`src/rtl/uart_axis_rx_fifo.sv`:
```
// uart_axis_rx_fifo: buffers UART receive characters and presents them as an AXI-Stream master.
// Define UART_AXIS_TLAST_EN to store a per-entry tlast bit set when the character equals EOP_CHAR.
module uart_axis_rx_fifo #(
    parameter int                   DATA_BITS = 8,
    parameter int                   DEPTH     = 16,
    parameter logic [DATA_BITS-1:0] EOP_CHAR  = 8'h0A
) (
    input  logic                       clk,
    input  logic                       rst_n,
    input  logic [DATA_BITS-1:0]       rx_data,
    input  logic                       rx_valid,
    output logic [DATA_BITS-1:0]       m_axis_tdata,
    output logic                       m_axis_tvalid,
    input  logic                       m_axis_tready,
    output logic                       m_axis_tlast,
    output logic [$clog2(DEPTH):0]     level,
    output logic                       overflow,
    input  logic                       ovf_clr
);
    localparam int AW = $clog2(DEPTH);
    localparam logic [AW:0] FULL = (AW+1)'(DEPTH);

    logic [DATA_BITS-1:0] mem_q [DEPTH];
    logic [AW-1:0]        wr_ptr_q, wr_ptr_d, rd_ptr_q, rd_ptr_d;
    logic [AW:0]          level_q, level_d;
    logic                 overflow_q, overflow_d;
    logic                 push, pop;

    always_comb begin
        pop        = (level_q != '0) && m_axis_tready;
        push       = rx_valid && ((level_q != FULL) || pop);
        wr_ptr_d   = push ? wr_ptr_q + 1'b1 : wr_ptr_q;
        rd_ptr_d   = pop ? rd_ptr_q + 1'b1 : rd_ptr_q;
        level_d    = level_q + (AW+1)'(push) - (AW+1)'(pop);
        overflow_d = (rx_valid && !push) || (overflow_q && !ovf_clr);
    end

    always_ff @(posedge clk or negedge rst_n) begin
        if (!rst_n) begin
            wr_ptr_q   <= '0;
            rd_ptr_q   <= '0;
            level_q    <= '0;
            overflow_q <= 1'b0;
        end else begin
            wr_ptr_q   <= wr_ptr_d;
            rd_ptr_q   <= rd_ptr_d;
            level_q    <= level_d;
            overflow_q <= overflow_d;
        end
    end

    always_ff @(posedge clk) begin
        if (push) mem_q[wr_ptr_q] <= rx_data;
    end

    // Outputs are gated by tvalid so the unreset storage never shows during reset.
    assign m_axis_tvalid = level_q != '0;
    assign m_axis_tdata  = m_axis_tvalid ? mem_q[rd_ptr_q] : '0;
    assign level         = level_q;
    assign overflow      = overflow_q;

`ifdef UART_AXIS_TLAST_EN
    logic last_q [DEPTH];

    always_ff @(posedge clk) begin
        if (push) last_q[wr_ptr_q] <= rx_data == EOP_CHAR;
    end

    assign m_axis_tlast = m_axis_tvalid && last_q[rd_ptr_q];
`else
    logic unused_eop;

    assign unused_eop   = ^EOP_CHAR;
    assign m_axis_tlast = 1'b0;
`endif
endmodule

```
`config.mk`:
```
export PLATFORM = sky130hd
export DESIGN_NAME = uart_axis_rx_fifo
export DESIGN_NICKNAME = d
export VERILOG_FILES = /design/src/rtl/uart_axis_rx_fifo.sv
export SDC_FILE = /design/constraint.sdc
export NUM_CORES = 1
export LEC_CHECK = 0
export ABC_AREA = 1
export BUFFER_PORTS_ARGS = -buffer_cell sky130_fd_sc_hd__buf_2
export CAP_MARGIN = 20
export CORE_ASPECT_RATIO = 1.4
export CORE_MARGIN = 5
export CORE_UTILIZATION = 52
export CTS_CLUSTER_DIAMETER = 50
export CTS_CLUSTER_SIZE = 14
export DETAILED_ROUTE_END_ITERATION = 10
export HOLD_SLACK_MARGIN = 0.03
export PLACE_DENSITY = 0.69
export SYNTH_ARGS = -nofsm -noshare
export SYNTH_HDL_FRONTEND = slang
export SYNTH_SLANG_ARGS = --single-unit
```
`constraint.sdc`:
```
create_clock -name clk -period 2.8 [get_ports clk]
set_input_delay 0.42 -clock clk [delete_from_list [all_inputs] [get_ports clk]]
set_output_delay 0.42 -clock clk [all_outputs]
set_load 0.05 [all_outputs]
```
* After elaboration in Yosys (flattened, before gate mapping)
Memories as Yosys holds them, arrays and structs flattened.
Cells that the tools add are included.
** Word-level totals
- Register bits after elaboration :: 14
- Memory bits (writable) :: 128
- Input port bits :: 13
- Logic and storage cells :: 22
- Memories :: 1
** Memory list
- mem_q :: depth 16, width 8, rd ports 1, clocked after memory_dff 0, write ports 1, RTL line 23 : logic [DATA_BITS-1:0] mem_q [DEPTH];
** Cells by class
- Add/subtract/negate cells :: 4
- Equality and inequality tests :: 1
- Muxes and demuxes :: 3
- Reduce and logical (&&, ||, !) cells :: 9
** Operators by type and width (number)
- 4-bit by 1-bit adder with 4-bit output (second input constant) :: 2
- 8-bit 2-to-1 mux :: 1
- 5-bit by 1-bit adder with 5-bit output :: 1
- 5-bit inequality test (second input constant) :: 1
- 5-bit nonzero test :: 1
- 5-bit by 1-bit subtractor with 5-bit output :: 1
- 1-bit logical AND :: 4
- 1-bit logical NOT :: 2
- 1-bit logical OR :: 2
- 1-bit 2-to-1 mux :: 2

* Logic depth before layout (Yosys ltp)
- Word-level depth :: 7
- Mapped depth :: 15

* Least setup slack after synthesis
No wires, ideal clock.
- Path type :: reg2reg
- From :: reg level_q[2], in the netlist level[2]
- To :: reg level_q[4], in the netlist level[4]
- Library setup time :: 128 ps
- Data arrival time :: 2979 ps
- Data required time :: 2672 ps
- Setup slack :: -307 ps
- Stages on the path, launching flop included :: 16
- Path buffers :: 0
- Cells stage by stage :: dfrtp_1 > inv_1 > ha_1 > nand2_1 > nor2_1 > nand2_1 > nand2_1 > inv_2 > ha_1 > inv_1 > ha_1 > inv_1 > fa_1 > o21ai_0 > a21oi_1 > xor2_1
** On the way
- Word-level cells in the longest chain between the ends :: 6
- Elaborated cells between the ends (all ways) :: 7
- Classes of those cells :: add/sub (2); eq/ne (1); reduce/logical (4)
** RTL lines
- start, declared :: RTL line 25 : logic [AW:0] level_q, level_d;
- start signal, assigned :: RTL line 47 : level_q <= level_d;
- 5-bit nonzero test *
- via m_axis_tvalid :: RTL line 13 : output logic m_axis_tvalid,
- 1-bit logical AND * :: RTL line 30 : pop = (level_q != '0) && m_axis_tready;
- 1-bit logical OR :: RTL line 31 : push = rx_valid && ((level_q != FULL) || pop);
- 1-bit logical AND :: RTL line 31
- 5-bit by 1-bit adder with 5-bit output :: RTL line 34 : level_d = level_q + (AW+1)'(push) - (AW+1)'(pop);
- 5-bit by 1-bit subtractor with 5-bit output * :: RTL line 34
- via level_d[4] :: RTL line 25
Mark *: on every way through the listed nets, which the timed path passes. The rest lies on a longest branch.
A chain may end at the register's enable or synchronous reset.

* Worst setup path after layout
- From :: reg rd_ptr_q[0]
- To :: out m_axis_tdata[3]
** On the way
- Word-level cells in the longest chain between the ends :: 2
** RTL lines
- start, declared :: RTL line 24 : logic [AW-1:0] wr_ptr_q, wr_ptr_d, rd_ptr_q, rd_ptr_d;
- start signal, assigned :: RTL line 46 : rd_ptr_q <= rd_ptr_d;
- memory 16 x 8 bit
- 8-bit 2-to-1 mux :: RTL line 58 : assign m_axis_tdata = m_axis_tvalid ? mem_q[rd_ptr_q] : '0;
- end, declared :: RTL line 12 : output logic [DATA_BITS-1:0] m_axis_tdata,
Every way passes these cells.

==> qor.yml <==
leakage_nw: 2.763
hold_violations: 0
wire_per_inst_um: 18.37
drv_cap: 0
final_nets: 595
worst_pin_slew_ns: 0.7004
vias: 3959
syn_area_per_cell_um2: 11.46
critical_path_peak_fanout: 33
pre_cts_slack_ns: 0.1045
final_cell_mix: "nand2_1 (176), edfxtp_1 (128), nand3_1 (99)"
busiest_layer: "met2"
synth_top_area_cell: "edfxtp_1"
finalMaxSlewViolations: 0
synth-simple-area-share_pct: 20.46
finClkSkew_ns: 0.009547
initial_core_util_pct: 53.18
gp_congestion: 0.8282
clkLatencyLatePin_ns: 0.42
hold_path_class: "in -> reg"
grtUsageMet2_pct: 32.82
cts_buffers: 17
grtUsageMet3_pct: 5.015
wl_um: 13360
cp-end-kind: "primary output"
fmax_mhz: 367.9
synth_cell_types: 21
synth_compound_area_share_pct: 1.411
syn_inst: 526
io_buffers: 27
core_area_um2: 11340
grt.overflow.total: 0
die-area_um2: 13880
grt_pass1_wl_um: 21040
htreeDepth: 4
yosysTopAreaCellShare_pct: 63.75
slew_headroom_pct: 53.24
root_buffer: "clkbuf_16"
antenna_found_initial: 0
clk_path_buf_depth: 2
synthMuxAreaShare_pct: 0
synth_fa_ha_area_share_pct: 2.615
power_density_nw_per_um2: 1180
path_class: "reg -> out"
post-route-period-util_pct: 97.06
syn-num-nets: 551
fin_ws_ns: 0.08222
status: "complete, no violations"
cts_setup_buffers: 0
grt_util_met1_pct: 27.30
yosysWarningCount: 0
layout-drive-gt1-share_pct: 16.12
arrival_ns: 2.30
rows: 46
clkTransAtPathRegs_ns: 0.06
die_h_um: 137.4
grt_max_degree: 66
critPathRequiredTime_ns: 2.38
ys_seq_area_share_pct: 69.56
start_kind: "flip-flop"
final_common_cell: "nand2_1"
synth.area.top_cells: "edfxtp_1 (64%), nand2_1 (11%), nand3_1 (8.2%)"
setup_viol: 0
final_util_pct: 61.93
grt_pass1_vias: 3909
pin_count: 29
ys_ff_latch: 142
grt_use_total_pct: 20.54
final_cell_count_no_fill: 727
period_minus_slack_ns: 2.718
total_power_mw: 8.284
cts.sinks: 142
die_x_um: 101.0
antenna_left: 0
first_pass_iters: 5
area_growth_pct: 16.46
synth_xor_xnor_area_share_pct: 1.453
n_antenna_cell: 0
drc: 0
synthesis.area_um2: 6030
dp_hpwl_um: 8063
routed_via_density: 5.446
fillerInstances: 856
first_iter_violations: 297
ir_drop_uv: 698.2
synth_top_family_by_area: "simple AND/OR/NAND/NOR gates"
dp.cells: 693
cts_tree: "yes"
==> flip-flops by register name, indices dropped and copies added, names as in the netlist <==
name and cells:
rd_ptr_q 4, level 5, mem_q 128, wr_ptr_q 4
overflow 1
==> cells in the mapped netlist <==
library cell,n
edfxtp_1,128
inv_2,8
buf_2,10
nand2_1,177
xnor2_1,1
buf_6,6
fa_1,1
nand3_1,99
buf_1,1
inv_1,15
ha_1,11
buf_4,7
conb_1,1
nand2_2,1
a21oi_1,10
xor2_1,9
dfrtp_1,14
clkbuf_1,2
nor2_1,18
o21ai_0,3
o21ai_1,4
==> power by group <==
group          switching, mW  internal (mW)
clock                  0.848           1.40
combinational           2.29          0.949
sequential             0.196           2.60
==> stage by stage <==
| step | TNS [ns] | hold slack, ns | instance area, um^2 |
|---|---|---|---|
| 3_5_place_dp | 0 | 0.3366 | 6365 |
| 2_1_floorplan | 0 | 0.1244 | 6040 |
| 3_3_place_gp | 0 | 0.3352 | 6365 |
| 6_report | 0 | 0.1783 | 7022 |
| 5_1_grt | -0.03914 | 0.1679 | 7022 |
| 4_1_cts | 0 | 0.1627 | 6973 |
==> path summary, 6_finish.rpt <==
| kind | start | end | slack, ns | cells after the start |
|---|---|---|---|---|
| worst min-delay path | ovf_clr | overflow$_DFF_PN0_ | 0.18 | 2 |
| worst max-delay path | rd_ptr_q[0]$_DFFE_PN0N_ | m_axis_tdata[3] | 0.08 | 9 |
| min in group asynchronous | rst_n | level[4]$_DFF_PN0_ | 0.44 | 2 |
| worst max register to register | level[3]$_DFF_PN0_ | level[4]$_DFF_PN0_ | 0.24 | 15 |
| max in group asynchronous | rst_n | rd_ptr_q[0]$_DFFE_PN0N_ | 2.08 | 2 |
| worst min register to register | overflow$_DFF_PN0_ | overflow$_DFF_PN0_ | 0.53 | 2 |
==> worst max-delay path, cell delays in order, from the launching register on <==
cell and delay [ns]:
dfrtp_4 0.57, inv_2 0.16, buf_12 0.21, nand2_1 0.07, nand3_1 0.07, nand3_1 0.11
nand2_1 0.13, nand2_1 0.06, a21oi_1 0.24, buf_4 0.25
==> cell families (layout without fill, tap and decap cells) <==
| group | count (synthesis) | count (layout) |
|---|---|---|
| flops | 142 | 142 |
| simple gates | 295 | 295 |
| compound gates | 17 | 17 |
| other cells | 1 | 1 |
| fa+ha+maj | 12 | 12 |
| buf+inv | 49 | 106 |
| xor+xnor | 10 | 10 |
==> layer usage <==
metal | wire, um | share of wire, % | vias to the layer above
li1 | - | - | 1891
met5 | 0 | 0 | -
met2 | 6681 | 50 | 147
met3 | 989 | 7.4 | 28
met4 | 327 | 2.4 | 0
met1 | 5357 | 40 | 1893
==> timing repair <==
| action | CTS | global route |
|---|---|---|
| gates resized for setup | 0 | 11 |
| hold buffers | 1 | 0 |
| setup endpoints to repair | 0 | 8 |
| hold endpoints to repair | 14 | 0 |
==> cell type report <==
cell class	count	area [um^2]	area share [%]
clock inverter	13	165.2	2.352
tap	144	180.2	2.566
timing repair buffer	51	370.4	5.274
sequential	142	4200	59.82
clock buffer	19	432.9	6.165
inverter	23	86.33	1.230
multi-input combinational	335	1587	22.59
No activity file was read; power rests on OpenSTA's default activity.
